`src/rtl/blit_phase_seq.sv`:
```
// Blitter inner-loop phase sequencer: walks the enabled memory phases per pixel,
// handshakes each with the memory interface and counts down the inner loop.
module blit_phase_seq #(
  parameter int unsigned CNT_W = 16
) (
  input  logic             sys_clk,
  input  logic             reset,
  input  logic             cmdld,
  input  logic [31:0]      gpu_din,
  input  logic             cnt_ld,
  input  logic [CNT_W-1:0] cnt_in,
  input  logic             mem_ack,
  output logic             mem_req,
  output logic             srcxread,
  output logic             srcdread,
  output logic             srczread,
  output logic             dstdread,
  output logic             dstzread,
  output logic             dwrite,
  output logic             dzwrite,
  output logic             dzwrite1,
  output logic             srcdreadd,
  output logic [1:0]       atick,
  output logic             busy,
  output logic             done,
  output logic [CNT_W-1:0] cnt_out
);

  localparam int unsigned CMD_W = 6;

  typedef enum logic [3:0] {
    IDLE, SREADX, SREAD, SZREAD, DREAD, DZREAD, DWRITE, DZWRITE, FINISH
  } state_t;

  // cmd bits: [0] SRCEN, [1] SRCENZ, [2] SRCENX, [3] DSTEN, [4] DSTENZ, [5] DSTWRZ
  state_t             state, state_nxt;
  logic [CMD_W-1:0]   cmd, cmd_nxt;
  logic [CNT_W-1:0]   cnt_nxt;
  logic               srcdreadd_nxt;
  logic               atick0_nxt;
  logic               unused_din;

  assign unused_din = ^gpu_din[31:CMD_W];

  // Next enabled phase following the given one within an iteration.
  function automatic state_t phase_after(state_t s, logic [CMD_W-1:0] c);
    state_t r;
    r = DWRITE;
    case (s)
      SREADX: r = c[0] ? SREAD : c[1] ? SZREAD : c[3] ? DREAD : c[4] ? DZREAD : DWRITE;
      SREAD:  r = c[1] ? SZREAD : c[3] ? DREAD : c[4] ? DZREAD : DWRITE;
      SZREAD: r = c[3] ? DREAD : c[4] ? DZREAD : DWRITE;
      DREAD:  r = c[4] ? DZREAD : DWRITE;
      default: r = DWRITE;
    endcase
    return r;
  endfunction

  // First phase of any iteration; SREADX is deliberately not part of it.
  function automatic state_t iter_first(logic [CMD_W-1:0] c);
    return phase_after(SREADX, c);
  endfunction

  always_comb begin
    state_nxt     = state;
    cmd_nxt       = cmd;
    cnt_nxt       = cnt_out;
    srcdreadd_nxt = 1'b0;
    atick0_nxt    = 1'b0;
    case (state)
      IDLE: begin
        if (cnt_ld) cnt_nxt = cnt_in;
        if (cmdld) begin
          cmd_nxt   = gpu_din[CMD_W-1:0];
          state_nxt = gpu_din[2] ? SREADX : iter_first(gpu_din[CMD_W-1:0]);
        end
      end
      FINISH: state_nxt = IDLE;
      DWRITE: begin
        if (mem_ack) begin
          cnt_nxt    = cnt_out - CNT_W'(1);
          atick0_nxt = 1'b1;
          if (cmd[5])              state_nxt = DZWRITE;
          else if (cnt_nxt == '0)  state_nxt = FINISH;
          else                     state_nxt = iter_first(cmd);
        end
      end
      DZWRITE: begin
        if (mem_ack) state_nxt = (cnt_out == '0) ? FINISH : iter_first(cmd);
      end
      default: begin
        if (mem_ack) begin
          state_nxt     = phase_after(state, cmd);
          srcdreadd_nxt = (state == SREAD);
        end
      end
    endcase
  end

  // Strobes are registered from the next state so they line up with the state register.
  always_ff @(posedge sys_clk or posedge reset) begin
    if (reset) begin
      state     <= IDLE;
      cmd       <= '0;
      cnt_out   <= '0;
      mem_req   <= 1'b0;
      srcxread  <= 1'b0;
      srcdread  <= 1'b0;
      srczread  <= 1'b0;
      dstdread  <= 1'b0;
      dstzread  <= 1'b0;
      dwrite    <= 1'b0;
      dzwrite   <= 1'b0;
      dzwrite1  <= 1'b0;
      srcdreadd <= 1'b0;
      atick     <= 2'b00;
      busy      <= 1'b0;
      done      <= 1'b0;
    end else begin
      state     <= state_nxt;
      cmd       <= cmd_nxt;
      cnt_out   <= cnt_nxt;
      mem_req   <= (state_nxt != IDLE) && (state_nxt != FINISH);
      srcxread  <= (state_nxt == SREADX);
      srcdread  <= (state_nxt == SREAD);
      srczread  <= (state_nxt == SZREAD);
      dstdread  <= (state_nxt == DREAD);
      dstzread  <= (state_nxt == DZREAD);
      dwrite    <= (state_nxt == DWRITE);
      dzwrite   <= (state_nxt == DZWRITE);
      dzwrite1  <= dzwrite;
      srcdreadd <= srcdreadd_nxt;
      atick     <= {atick[0], atick0_nxt};
      busy      <= (state_nxt != IDLE);
      done      <= (state_nxt == FINISH);
    end
  end

endmodule
```
`config.mk`:
```
export PLATFORM = sky130hd
export DESIGN_NAME = blit_phase_seq
export DESIGN_NICKNAME = d
export VERILOG_FILES = /design/src/rtl/blit_phase_seq.sv
export SDC_FILE = /design/constraint.sdc
export NUM_CORES = 1
export LEC_CHECK = 0
export ABC_AREA = 1
export BUFFER_PORTS_ARGS = -buffer_cell sky130_fd_sc_hd__buf_2
export CAP_MARGIN = 20
export CORE_MARGIN = 3
export CORE_UTILIZATION = 50
export DETAILED_ROUTE_END_ITERATION = 7
export GPL_TIMING_DRIVEN = 0
export PLACE_DENSITY_LB_ADDON = 0.3
export RECOVER_POWER = 100
export SLEW_MARGIN = 30
export SYNTH_ARGS = -nofsm -noshare
export SYNTH_HDL_FRONTEND = slang
export SYNTH_SLANG_ARGS = --single-unit
```
`constraint.sdc`:
```
create_clock -name sys_clk -period 2.5 [get_ports sys_clk]
set_clock_uncertainty 0.05 [all_clocks]
set_input_delay 0.125 -clock sys_clk [delete_from_list [all_inputs] [get_ports sys_clk]]
set_output_delay 0.125 -clock sys_clk [all_outputs]
set_load 0.05 [all_outputs]
```
* Yosys cells after proc, flatten, opt, wreduce, memory -nomap -nowiden
Cells that the tools add are included.
** Word-level totals
- Logic and storage cells :: 69
- Register bits :: 40
** Cells by class
- Muxes and demuxes :: 25
- Equal/unequal tests :: 18
- $add $sub $neg :: 1
- Reductions and logical operators :: 9
** Operators with widths (count)
- 4-bit 2-to-1 mux :: 10
- 16-bit logical NOT :: 2
- 16-bit 2-to-1 mux :: 2
- 16-bit case mux with 2 select lines :: 1
- 4-bit case mux with 4 select lines :: 2
- 4-bit by 3-bit equality test with 1-bit output, second input constant :: 7
- 4-bit by 2-bit equality test with 1-bit output, second input constant :: 4
- 16-bit by 1-bit subtractor with 16-bit output, second input constant :: 1
- 3-bit 2-to-1 mux :: 3
- 4-bit by 1-bit equality test with 1-bit output, second input constant :: 2
- 4-bit equality test, second input constant :: 2
- 2-bit 2-to-1 mux :: 3
- 4-bit logical NOT :: 1
- 1-bit 2-to-1 mux :: 4
- 2-bit inequality test, second input constant :: 2
- 4-bit inequality test, second input constant :: 1
- 4-bit nonzero test :: 1
- 4-bit OR reduction :: 1
- 3-bit AND reduction :: 1
- 2-bit AND reduction :: 1
- 2-bit nonzero test :: 1
- 1-bit logical AND :: 1

* Longest topological paths before layout
Gate-level depths: netlist (run 1).
- Depth in word-level cells :: 10
- Depth in mapped cells :: 19
- Mapped depth without buffers :: 19

* Worst setup path before layout (run 1)
No wires, ideal clock.
- Path kind :: register to register
- From :: register cnt_out[0]
- To :: register dstzread
- Stages on the path, launching flop included :: 19
- Period minus slack after synthesis :: 2489 ps
- Setup slack :: 11 ps
- Buffers on the path :: 0
- Data arrival time :: 2322 ps
- Cell sequence :: dfrtp_1 inv_1 ha_1 inv_1 nor2_1 nand3_1 nor2_1 nor2_1 nand3_2 nor2_2 nand3_2 nand2_1 nand2_1 nand2_1 nand3_2 nor2_4 inv_2 nand2_2 nor2_1
** On the way
- Cells in the longest elaborated chain, start to end :: 7
- Elaborated cells between the ends (all ways) :: 10
- Classes of those cells :: 1 x add/sub; 1 x eq/ne; 6 x mux; 2 x reduce/logical
** Ends and longest elaborated chain
- from (decl) :: line 26 : output logic [CNT_W-1:0] cnt_out
- from (signal assigned) :: line 122 : cnt_out <= cnt_nxt;
- 16-bit by 1-bit subtractor with 16-bit output :: line 81 : cnt_nxt = cnt_out - CNT_W'(1);
- 16-bit logical NOT :: line 84 : else if (cnt_nxt == '0) state_nxt = FINISH;
- 4-bit 2-to-1 mux :: line 84
- 4-bit 2-to-1 mux :: line 83 : if (cmd[5]) state_nxt = DZWRITE;
- 4-bit 2-to-1 mux :: line 80 : if (mem_ack) begin
- 4-bit case mux with 4 select lines (*) :: line 70 : case (state)
- via state_nxt[2] :: line 36 : state_t state, state_nxt;
- 4-bit by 3-bit equality test with 1-bit output (*) :: line 128 : dstzread <= (state_nxt == DZREAD);
- to (signal assigned) :: line 128
- to (decl) :: line 18 : output logic dstzread,
The timed path passes the listed nets; every way through them passes the cells marked *.
A chain may end at the register's enable or synchronous reset.

* Final worst setup path (run 1)
- From :: register cnt_out[0]
- To :: register done
** On the way
- Cells in the longest elaborated chain, start to end :: 7
- Elaborated cells between the ends (all ways) :: 10
- Classes of those cells :: 1 x add/sub; 1 x eq/ne; 6 x mux; 2 x reduce/logical
** Ends and longest elaborated chain
- 16-bit by 1-bit subtractor with 16-bit output :: line 81
- 16-bit logical NOT :: line 84
- 4-bit 2-to-1 mux :: line 84
- 4-bit 2-to-1 mux :: line 83
- 4-bit 2-to-1 mux :: line 80
- 4-bit case mux with 4 select lines (*) :: line 70
- 4-bit equality test (*) :: line 135 : done <= (state_nxt == FINISH);
- to (signal assigned) :: line 135
- to (decl) :: line 25 : output logic done,
Every way passes the cells marked *; elsewhere a longest branch is shown, timed or not.

==> results of run 1 <==
## flip-flops by register name, summed over array words and instances (netlist names)
register	flops
srcxread	1
cnt_out	16
mem_req	1
srczread	1
srcdread	1
dzwrite	1
done	1
state	4
busy	1
dzwrite1	1
cmd	5
dwrite	1
dstzread	1
srcdreadd	1
dstdread	1
atick	2
## path summary, 6_finish.rpt
path	start	end	slack (ns)	cells past startpoint
setup / recovery	cnt_out[0]$_DFFE_PP0P_	done$_DFF_PP0_	0.19	16
min in group asynchronous	reset	cnt_out[9]$_DFFE_PP0P_	0.43	3
hold / removal	gpu_din[4]	cmd[4]$_DFFE_PP0P_	0.03	3
hold reg to reg	dzwrite$_DFF_PP0_	dzwrite1$_DFF_PP0_	0.33	0
max in group asynchronous	reset	done$_DFF_PP0_	0.51	4
setup reg to reg	cnt_out[0]$_DFFE_PP0P_	done$_DFF_PP0_	0.19	16
## final cells by class
class                   instances  area (um^2)  share of cell area
clock inverters                 3         20.0             0.00694
clock buffers                   5         68.8              0.0238
well taps                      52         65.1              0.0225
flip-flops and latches         39          977               0.339
plain buffers                   6         23.8             0.00824
multi-input cells             246         1260               0.436
inverters                      49          184              0.0637
repair buffers                 61          288              0.0997
## power groups by stage
stage	combinational (mW)	clock [mW]	sequential [mW]
finish	2.79	0.425	1.19
global route	3.10	0.472	1.23
CTS	2.81	0.442	1.17
detailed placement	2.79	0	1.18
global placement	2.72	0	1.17
floorplan	1.56	0	1.78
## per-layer routing
metal / global-route usage / routed length, um
met5: 0 / 0
met4: 0.103 / 114
met3: 0.0462 / 267
met2: 0.408 / 3180
met1: 0.290 / 2680
## kinds of logic (layout without fill, tap and decap cells)
| kind of cell | count (synthesis) | after routing | synth area share |
|---|---|---|---|
| AND/OR/NAND/NOR | 183 | 183 | 0.347 |
| AO/OA/AOI/OAI | 58 | 58 | 0.144 |
| buffers and inverters | 55 | 124 | 0.0856 |
| flip-flops | 39 | 39 | 0.402 |
| XOR/XNOR | 3 | 3 | 0.0108 |
| adder cells (fa/ha/maj) | 2 | 2 | 0.0103 |
## synth_stat cells
cell        n  area, um^2
nor2_4      5        56.3
ha_1        2        25.0
nand4_4     1        21.3
or2_2       1        6.26
o31ai_1     1        7.51
buf_2       1        5.00
o2111ai_1   1        8.76
o22ai_1     9        56.3
nor2_1     57         214
nand4_1     1        6.26
a21oi_1     8        40.0
clkinv_1    1        3.75
o21ai_1     4        20.0
dfrtp_1    39         976
nor2_2     10        62.6
nand2_1    77         289
o221ai_1    1        8.76
clkbuf_1    5        18.8
inv_1      43         161
o211ai_1    5        37.5
o21ai_0    21         105
xor2_1      3        26.3
a211oi_1    1        7.51
a31oi_1     4        25.0
o21a_1      1        7.51
nand3_1    16        80.1
a21oi_4     1        16.3
inv_2       5        18.8
nand2_2     9        56.3
a21o_2      1        8.76
nand3_2     4        40.0
nor3_1      2        10.0
## stage by stage
step,hold WS [ns],std cells,setup WS (ns)
3_5_place_dp,0.107,449,0.0429
2_1_floorplan,0.185,340,0.0114
5_1_grt,0.0404,461,0.0234
6_report,0.0269,461,0.189
4_1_cts,0.0203,461,0.0216
3_3_place_gp,0.297,448,0.108
## worst reg2reg max path: stages (launching register included)
cell     delay [ns]
dfrtp_2        0.46
inv_2          0.11
ha_4           0.17
nand2_1        0.09
nor2_1         0.13
nor2_1         0.05
nor2_1         0.15
nand3_2        0.08
nor2_2         0.14
nand3_2        0.12
nand2_1        0.07
nand2_1        0.05
nand2_1        0.07
nand2_2        0.09
a21oi_4        0.20
nand3_1        0.13
nor2_2         0.09
## what timing repair did
item,4_1_cts,5_1_grt
endpoints found under the setup margin,0,10
buffers inserted,0,0
hold buffers,4,0
endpoints found under the hold margin,21,0
gates resized for setup,0,9
==> results by group, run 1 <==
Pwr
  – Sw Ratio: 0.583
  – Peak VDD IR: 0.000660 V
  – Total design power: 4.40 mW
  – Internal Power: 1.83 mW
  – Net Sw Power: 2.56 mW
  – Leak: 1.36 nW
  – Combinational share of power: 0.634
  – Clock power share: 0.097
  – Power Density: 1520 nW/um^2
  – Sequential share of power: 0.270

Synth
  – Distinct cells, synth: 32
  – Sequential share of the synthesized area: 0.402
  – Mapped Cells: 340
  – Syn_area_per_cell: 7.14 um^2
  – Syn nets: 395
  – Yosys Warn Count: 0
  – Yosys reg bits: 39
  – Synthesized cell area: 2430 um^2

Critical path
  – Worst Path Required: between 2 and 3 ns
  – CP max FO: 6
  – Critical Path End Type: flip-flop
  – Most frequent CP cell: nand2_1
  – Crit path largest cell delay: 0.46 ns
  – Crit path max-delay family: simple AND/OR/NAND/NOR gates
  – Crit path DAT: ~2.5 ns
  – Critical-path cell list: inv_2, ha_4, nand2_1, nor2_1, nor2_1, nor2_1, nand3_2, nor2_2, nand3_2, nand2_1, nand2_1, nand2_1, nand2_2, a21oi_4, nand3_1, nor2_2
  – CP max stage cell: dfrtp_2
  – Startpoint class of the critical path: flip-flop
  – CP bufs+invs: 1
  – CP Class: reg2reg

Floorplanning
  – Die H: 75.7 um
  – Die X: around 76 um
  – Initial core utilization: 0.539
  – Core Region: 4500 um^2
  – DIE AREA: around 5700 um^2
  – Std cell rows: 24
  – Number of primary I/O pins: 83

STA
  – Endpoints failing hold: 0
  – Worst-margin pin slew: roughly 1.1 ns
  – Slew HR: 0.256
  – RSZ-0062 raised after global routing: no
  – Final critical-path share of the clock period: 0.925
  – Max-slew violations: 0
  – Max frequency: 433 MHz
  – Setup TNS: 0 ns
  – # setup viols final: 0
  – Fin crit period: 2.31 ns

Drt
  – Drt wl/cell: 13.5 um
  – Final WL: 6240 um
  – Via count: ~2400
  – Antenna Nets Post-Route: 0
  – Remaining DRCs: 0
  – Router iterations before antenna repair: 4
  – Vias per inst: 5.26
  – DR iter-0 viols: 122

Layout
  – ANT cells: 0
  – # fillers: 436
  – Synthesis-to-finish area growth: 19.0%
  – Final net count: 463
  – Commonest cells after routing, fill and taps aside: 76 x nand2_1, 54 x nor2_1, 42 x inv_1, 38 x dfrtp_1, 35 x clkbuf_1
  – Layout Utilization: 0.641
  – Post-route cell area: 2890 um^2
  – Commonest non-fill, non-tap cell in the layout: nand2_1
  – Layout cells sized above 1: 0.193

Placed design
  – Dpl hpwl: 4880 um
  – GP Congestion: 0.983
  – DP Area: 2800 um^2
  – Port Buf Inserts: 56

Clock network
  – CTS tree: done
  – Clk sinks: 39
  – CTS clk-pin slew, worst paths: 0.08 ns
  – Clk buf depth: 2
  – Num CTS Buffers: 5
  – Skew-Pair Late Insertion Delay: between 0.2 and 0.3 ns
  – CTS root buf: clkbuf_8
  – H-tree depth: 2

Hold path
  – Hold Crit Class: in2reg

Global route
  – Number of global-route vias before repair: between 2000 and 2500
  – Largest net degree at the start of global routing: 22
  – Total grt overflow: 0
  – First-pass GRT wire length: 10300 um
  – All-layer global routing usage: 0.238
  – Initial antenna violation count: 0

Flow run
  – Max_cap viols: 0

Run status
  – Outcome: complete, no violations
Note: power is estimated with default switching activity, not from simulation.
==> run 2: changes to the inputs <==
- CAP_MARGIN: 20 -> 15
- CORE_UTILIZATION: 50 -> 54
- RECOVER_POWER: 100 -> not set
- clock period: 2.5 -> 2.8 ns (I/O delays scaled with it)
==> run 2 against run 1 <==
Compared with the run above: critical path depth grew 1; hold slack got worse by 0.011 ns; worst setup slack improved by 0.16 ns; largest cell class unchanged; sequential power down 13%; die area fell by 6.8%; largest power group unchanged; global-route usage decreased by 0.39 points; power down 8.7%; combinational power decreased by 10%; clock power rose by 13%; via count down 0.91%.
==> results by group, run 2 (synthesis gave the netlist of run 1 again) <==
Placed design
  – GP Congestion: 0.891
  – Placed cell count: 447
  – Dpl hpwl: 4540 um
  – Port Buf Inserts: 56

Drt
  – Remaining DRCs: 0
  – Router iterations before antenna repair: 7
  – Via count: 2401
  – Vias per inst: approximately 5.3
  – DR iter-0 viols: 167
  – Drt wl/cell: 12.9 um
  – Final WL: 5900 um
  – Antenna Nets Post-Route: 0

Flow run
  – Max_cap viols: 0

Critical path
  – Critical-path cell list: inv_1, ha_1, nand3_1, nor2_2, nand3_1, nand2_1, nand2_1, nor2_4, nand3_2, nand2_1, nand2_1, nand2_1, nand3_2, nor2_4, inv_2, nand2_2, nor2_1
  – Crit path max-delay family: simple AND/OR/NAND/NOR gates
  – Crit path largest cell delay: 0.46 ns
  – Worst Path Required: approximately 3 ns
  – Reg2reg path depth: 17
  – CP max stage cell: dfrtp_1
  – Origin of the critical flop-to-flop path: cnt_out[0]$_DFFE_PP0P_
  – CP bufs+invs: 2
  – CP Class: reg2reg
  – CP max FO: 6
  – Most frequent CP cell: nand2_1
  – Critical Path End Type: flip-flop
  – CP startpoint: cnt_out[0]$_DFFE_PP0P_
  – Terminus of the critical flop-to-flop path: dzwrite$_DFF_PP0_
  – Crit path DAT: 2.60 ns
  – Worst path depth: 17
  – Startpoint class of the critical path: flip-flop
  – CP endpoint: dzwrite$_DFF_PP0_
  – Worst reg2reg setup slack: 0.35 ns

Clock network
  – Skew-Pair Late Insertion Delay: 0.30 ns
  – CTS clk-pin slew, worst paths: 0.08 ns
  – Clk buf depth: 2
  – # resized after CTS: 0
  – CTS root buf: clkbuf_8
  – CTS tree: done
  – Num CTS Buffers: 5
  – H-tree depth: 2
  – Clk sinks: 39

Floorplanning
  – Die X: roughly 73 um
  – DIE AREA: 5330 um^2
  – Std cell rows: 23
  – Initial core utilization: 0.581
  – Number of primary I/O pins: 83
  – Die H: 73.0 um
  – Core Region: about 4200 um^2

STA
  – Max-slew violations: 0
  – Final critical-path share of the clock period: 0.876
  – Max frequency: roughly 410 MHz
  – Fin crit period: 2.45 ns
  – Setup TNS: 0 ns
  – Worst-margin pin slew: between 0.5 and 0.6 ns
  – Final worst hold slack: 0.0158 ns
  – RSZ-0062 raised after global routing: no
  – # setup viols final: 0
  – Endpoints failing hold: 0
  – Slew HR: 0.646

Layout
  – Commonest non-fill, non-tap cell in the layout: nand2_1
  – Final net count: 460
  – Biggest register: cnt_out
  – # fillers: about 360
  – Max reg flops: 16
  – Multi-input logic area: 1240 um^2
  – Layout cells sized above 1: 0.256
  – Largest regs: cnt_out (16), cmd (5), state (4)
  – ANT cells: 0
  – Commonest cells after routing, fill and taps aside: 77 x nand2_1, 57 x nor2_1, 57 x buf_2, 42 x inv_1, 39 x dfrtp_1
  – Non-Filler Instances: 456
  – FF+latch area: 976 um^2
  – Synthesis-to-finish area growth: 20.3%

Pwr
  – Leak: 1.48 nW
  – Total design power: ~4.0 mW
  – Peak VDD IR: slightly above 0.0008 V
  – Power Density: 1380 nW/um^2

Hold path
  – Hold Crit Class: in2reg

Global route
  – Number of global-route vias before repair: 2191
  – First-pass GRT wire length: 9790 um
  – Initial antenna violation count: 0
  – Largest net degree at the start of global routing: 21
  – Total grt overflow: 0
  – All-layer global routing usage: 0.234

Run status
  – Outcome: complete, no violations
## run 2: worst min-delay path by stage
stage | cells after the start | slack [ns] | startpoint | end
3_3_place_gp | 0 | 0.31 | dzwrite$_DFF_PP0_ | dzwrite1$_DFF_PP0_
3_5_place_dp | 2 | 0.12 | reset | cnt_out[15]$_DFFE_PP0P_
5_1_grt | 3 | 0.04 | gpu_din[0] | cmd[0]$_DFFE_PP0P_
4_1_cts | 3 | 0.01 | gpu_din[5] | cmd[5]$_DFFE_PP0P_
2_1_floorplan | 2 | 0.20 | gpu_din[0] | cmd[0]$_DFFE_PP0P_
6_report | 3 | 0.02 | gpu_din[5] | cmd[5]$_DFFE_PP0P_
## run 2: layout make-up
type	instances	area share
Sequential cell	39	0.334
Tap cell	50	0.0214
Inverter	49	0.0630
Clock inverter	3	0.0150
Buffer	6	0.00814
Clock buffer	5	0.0236
Multi-Input combinational cell	246	0.426
Timing Repair Buffer	58	0.109
## run 2: where the power goes
part / internal (mW) / switching, mW
combinational: 0.691 / 1.80
sequential: 0.802 / 0.237
clock: 0.266 / 0.216
## run 2: timing repair
action,CTS,global route
hold endpoints to repair,19,0
buffers inserted,0,0
hold buffers,1,0
## run 2: worst reg2reg max path: stages, from the launching register on
cell and delay, ns:
dfrtp_1 0.46, inv_1 0.14, ha_1 0.25, nand3_1 0.19, nor2_2 0.15, nand3_1 0.08, nand2_1 0.10, nand2_1 0.10
nor2_4 0.11, nand3_2 0.09, nand2_1 0.07, nand2_1 0.04, nand2_1 0.07, nand3_2 0.09, nor2_4 0.16, inv_2 0.06
nand2_2 0.09, nor2_1 0.05
## run 2: stage by stage
stage,setup WS (ns),util,area [um^2]
after floorplan,0.311,-,2430
after global placement,0.439,0.664,2770
after detailed placement,0.390,0.670,2800
after CTS,0.380,0.700,2920
after global routing,0.106,0.700,2920
final,0.346,0.700,2920
## run 2: routing by layer
| layer | track usage | vias to the layer above | part of all wire |
|---|---|---|---|
| met5 | 0 | - | 0 |
| met4 | 0.0697 | 0 | 0.012 |
| met1 | 0.334 | 1090 | 0.46 |
| li1 | - | 1214 | - |
| met2 | 0.357 | 90 | 0.44 |
| met3 | 0.0482 | 7 | 0.083 |
==> run 3: changes to the inputs <==
- ABC_AREA: 1 -> not set
- CORE_UTILIZATION: 54 -> 53
==> run 3 against run 2 <==
Compared with the run above: first-iteration DRC count increased by 88%; wire length increased by 8.3%; hold slack got worse by 0.0018 ns; synthesized cell count decreased by 21%; cell area decreased by 0.73%; via count decreased by 0.75%; sequential power about the same; power decreased by 4.1%.
==> results by group, run 3 <==
Critical path
  – Crit path largest cell delay: 0.47 ns
  – Worst Path Required: 2.95 ns
  – CP max FO: 8
  – Critical Path End Type: flip-flop
  – Startpoint class of the critical path: flip-flop
  – CP max stage cell: dfrtp_2
  – Critical-path cell list: inv_1, ha_4, nor4b_4, buf_4, nand4_1, o211a_4, a211oi_2, o32a_4, inv_2, nor3_1
  – Worst reg2reg setup slack: 0.11 ns
  – CP Class: reg2reg
  – Crit path DAT: between 2 and 3 ns

Placed design
  – Port Buf Inserts: 56
  – Placed cell count: 375
  – Dpl hpwl: 4480 um
  – GP Congestion: between 0.8 and 0.9

STA
  – Worst-margin pin slew: ~0.63 ns
  – Slew HR: 0.580
  – # setup viols final: 0
  – Setup TNS: 0 ns
  – Endpoints failing hold: 0
  – Max frequency: 372 MHz
  – Final critical-path share of the clock period: 0.961
  – Fin crit period: 2.69 ns
  – Max-slew violations: 0

Floorplanning
  – DIE AREA: 5160 um^2
  – Core Region: 4090 um^2
  – Initial core utilization: 0.562
  – Std cell rows: 23
  – Die H: 71.8 um
  – Number of primary I/O pins: 83
  – Die X: 71.8 um

Layout
  – # fillers: about 330
  – Biggest register: cnt_out
  – Commonest non-fill, non-tap cell in the layout: buf_2
  – Final net count: between 300 and 400
  – Commonest cells after routing, fill and taps aside: 56 x buf_2, 38 x dfrtp_1, 34 x nor2_1, 24 x o21ai_0, 22 x a21oi_1
  – Max reg flops: 16
  – Non-Filler Instances: between 300 and 400
  – Layout cells sized above 1: 0.292
  – ANT cells: 0
  – Synthesis-to-finish area growth: 26.1%
  – Largest regs: cnt_out (16), cmd (5), state (4)

Clock network
  – CTS tree: done
  – CTS root buf: clkbuf_8
  – Skew-Pair Late Insertion Delay: 0.30 ns
  – Clk buf depth: 2
  – CTS clk-pin slew, worst paths: around 0.090 ns
  – Num CTS Buffers: 5
  – H-tree depth: 2
  – Clk sinks: 39

Pwr
  – Total design power: between 3 and 4 mW
  – Peak VDD IR: 0.000841 V
  – Power Density: about 1300 nW/um^2
  – Leak: 1.32 nW

Synth
  – Most frequent cell after synthesis: dfrtp_1
  – Syn nets: 323
  – Yosys Warn Count: 0
  – Synth top area cells: dfrtp_1 42%, nor2_1 5.6%, o21ai_0 5.2%
  – Async SR Flop Fraction: 1.00
  – Mapped Cells: roughly 270
  – Yosys top cell area share: 0.425
  – Synth cell count leaders: 39 x dfrtp_1, 34 x nor2_1, 24 x o21ai_0
  – Synthesized cell area: 2300 um^2
  – Yosys reg bits: 39
  – Area leader, netlist: dfrtp_1
  – Distinct cells, synth: 54
  – Post-synth EDFFs: 0
  – Sequential share of the synthesized area: 0.425
  – Syn_area_per_cell: between 8 and 9 um^2
  – Synth Flop Type: dfrtp_1

Drt
  – Via count: 2383
  – Final WL: 6390 um
  – DR iter-0 viols: 314
  – Vias per inst: 6.13
  – Remaining DRCs: 0
  – Antenna Nets Post-Route: 0
  – Drt wl/cell: between 15 and 20 um
  – Router iterations before antenna repair: 5

Global route
  – Initial antenna violation count: 0
  – All-layer global routing usage: 0.255
  – Largest net degree at the start of global routing: 24
  – Number of global-route vias before repair: 2200
  – Total grt overflow: 0
  – First-pass GRT wire length: ~10000 um

Hold path
  – Hold Crit Class: in2reg

Run status
  – Outcome: complete, no violations

Flow run
  – Max_cap viols: 0
[run 3: cell types whose count changed after synthesis, moves of 5 or more]
cell	change
a21oi_1	+14
clkbuf_1	+8
inv_1	-33
nand2_1	-59
nand2_2	-9
nand3_1	-5
nor2_1	-23
nor2_2	-10
nor2_4	-5
nor2b_1	+6
nor3_1	+17
nor4_1	+5
o22ai_1	-6
[run 3: kinds of logic (layout without fill, tap and decap cells)]
group / after synthesis / after routing / share of synthesized area
adders and majority gates: 2 / 2 / 0.0109
DFF: 39 / 39 / 0.425
buffers and inverters: 27 / 98 / 0.0474
and+or+nand+nor: 117 / 117 / 0.270
xor gates and xnor gates: 1 / 1 / 0.00381
muxes: 4 / 4 / 0.0196
AOI/OAI and AO/OA: 78 / 78 / 0.223
[run 3: critical path: cells and delay by family, from the launching register on]
family                   cells  cell delay, ns
adder cells (fa/ha/maj)      1            0.18
flip-flops                   1            0.47
AO/OA/AOI/OAI                3            0.85
buffers and inverters        3            0.36
AND/OR/NAND/NOR              3            0.68
[run 3: worst paths after layout]
kind | start | end | cells after the start
worst max-delay path | cnt_out[0]$_DFFE_PP0P_ | done$_DFF_PP0_ | 10
worst min-delay path | gpu_din[5] | cmd[5]$_DFFE_PP0P_ | 2
worst max register to register | cnt_out[0]$_DFFE_PP0P_ | done$_DFF_PP0_ | 10
worst min register to register | dzwrite$_DFF_PP0_ | dzwrite1$_DFF_PP0_ | 0
max in group asynchronous | reset | dzwrite$_DFF_PP0_ | 4
min in group asynchronous | reset | cmd[0]$_DFFE_PP0P_ | 3
[run 3: layout make-up]
| type | instances | area (um^2) | area share |
|---|---|---|---|
| Timing Repair Buffer | 63 | 355 | 0.123 |
| Buffer | 15 | 66.3 | 0.0229 |
| Sequential cell | 39 | 977 | 0.337 |
| Tap cell | 50 | 62.6 | 0.0216 |
| Inverter | 12 | 45.0 | 0.0155 |
| Multi-Input combinational cell | 202 | 1280 | 0.441 |
| Clock inverter | 3 | 43.8 | 0.0151 |
| Clock buffer | 5 | 68.8 | 0.0237 |
[run 3: power by group]
| part | internal, mW | switching, mW | total (mW) |
|---|---|---|---|
| registers | 0.788 | 0.271 | 1.06 |
| logic | 0.752 | 1.56 | 2.31 |
| clock network | 0.266 | 0.218 | 0.484 |
[run 3: per-stage QoR]
step / utilization / area, um^2 / worst slack [ns] / hold WS [ns]
floorplan: - / 2300 / 0.148 / 0.223
global placement: 0.646 / 2640 / 0.164 / 0.309
detailed placement: 0.653 / 2670 / 0.0616 / 0.112
CTS: 0.683 / 2790 / 0.0452 / 0.0113
global route: 0.709 / 2900 / -0.0156 / 0.00167
finish: 0.709 / 2900 / 0.110 / 0.0140
[run 3: repair_timing]
item	4_1_cts	5_1_grt
hold buffers	1	0
buffers inserted	0	5
endpoints found under the hold margin	16	0
endpoints found under the setup margin	0	17
resized for setup	0	15
[run 3: routing by layer]
| layer | track usage | part of all wire | up-vias | wire, um |
|---|---|---|---|---|
| met5 | 0 | 0 | - | 0 |
| met4 | 0.0793 | 0.019 | 0 | 119 |
| met3 | 0.0533 | 0.11 | 16 | 682 |
| met2 | 0.403 | 0.46 | 160 | 2930 |
| met1 | 0.353 | 0.42 | 1093 | 2650 |
| li1 | - | - | 1114 | - |
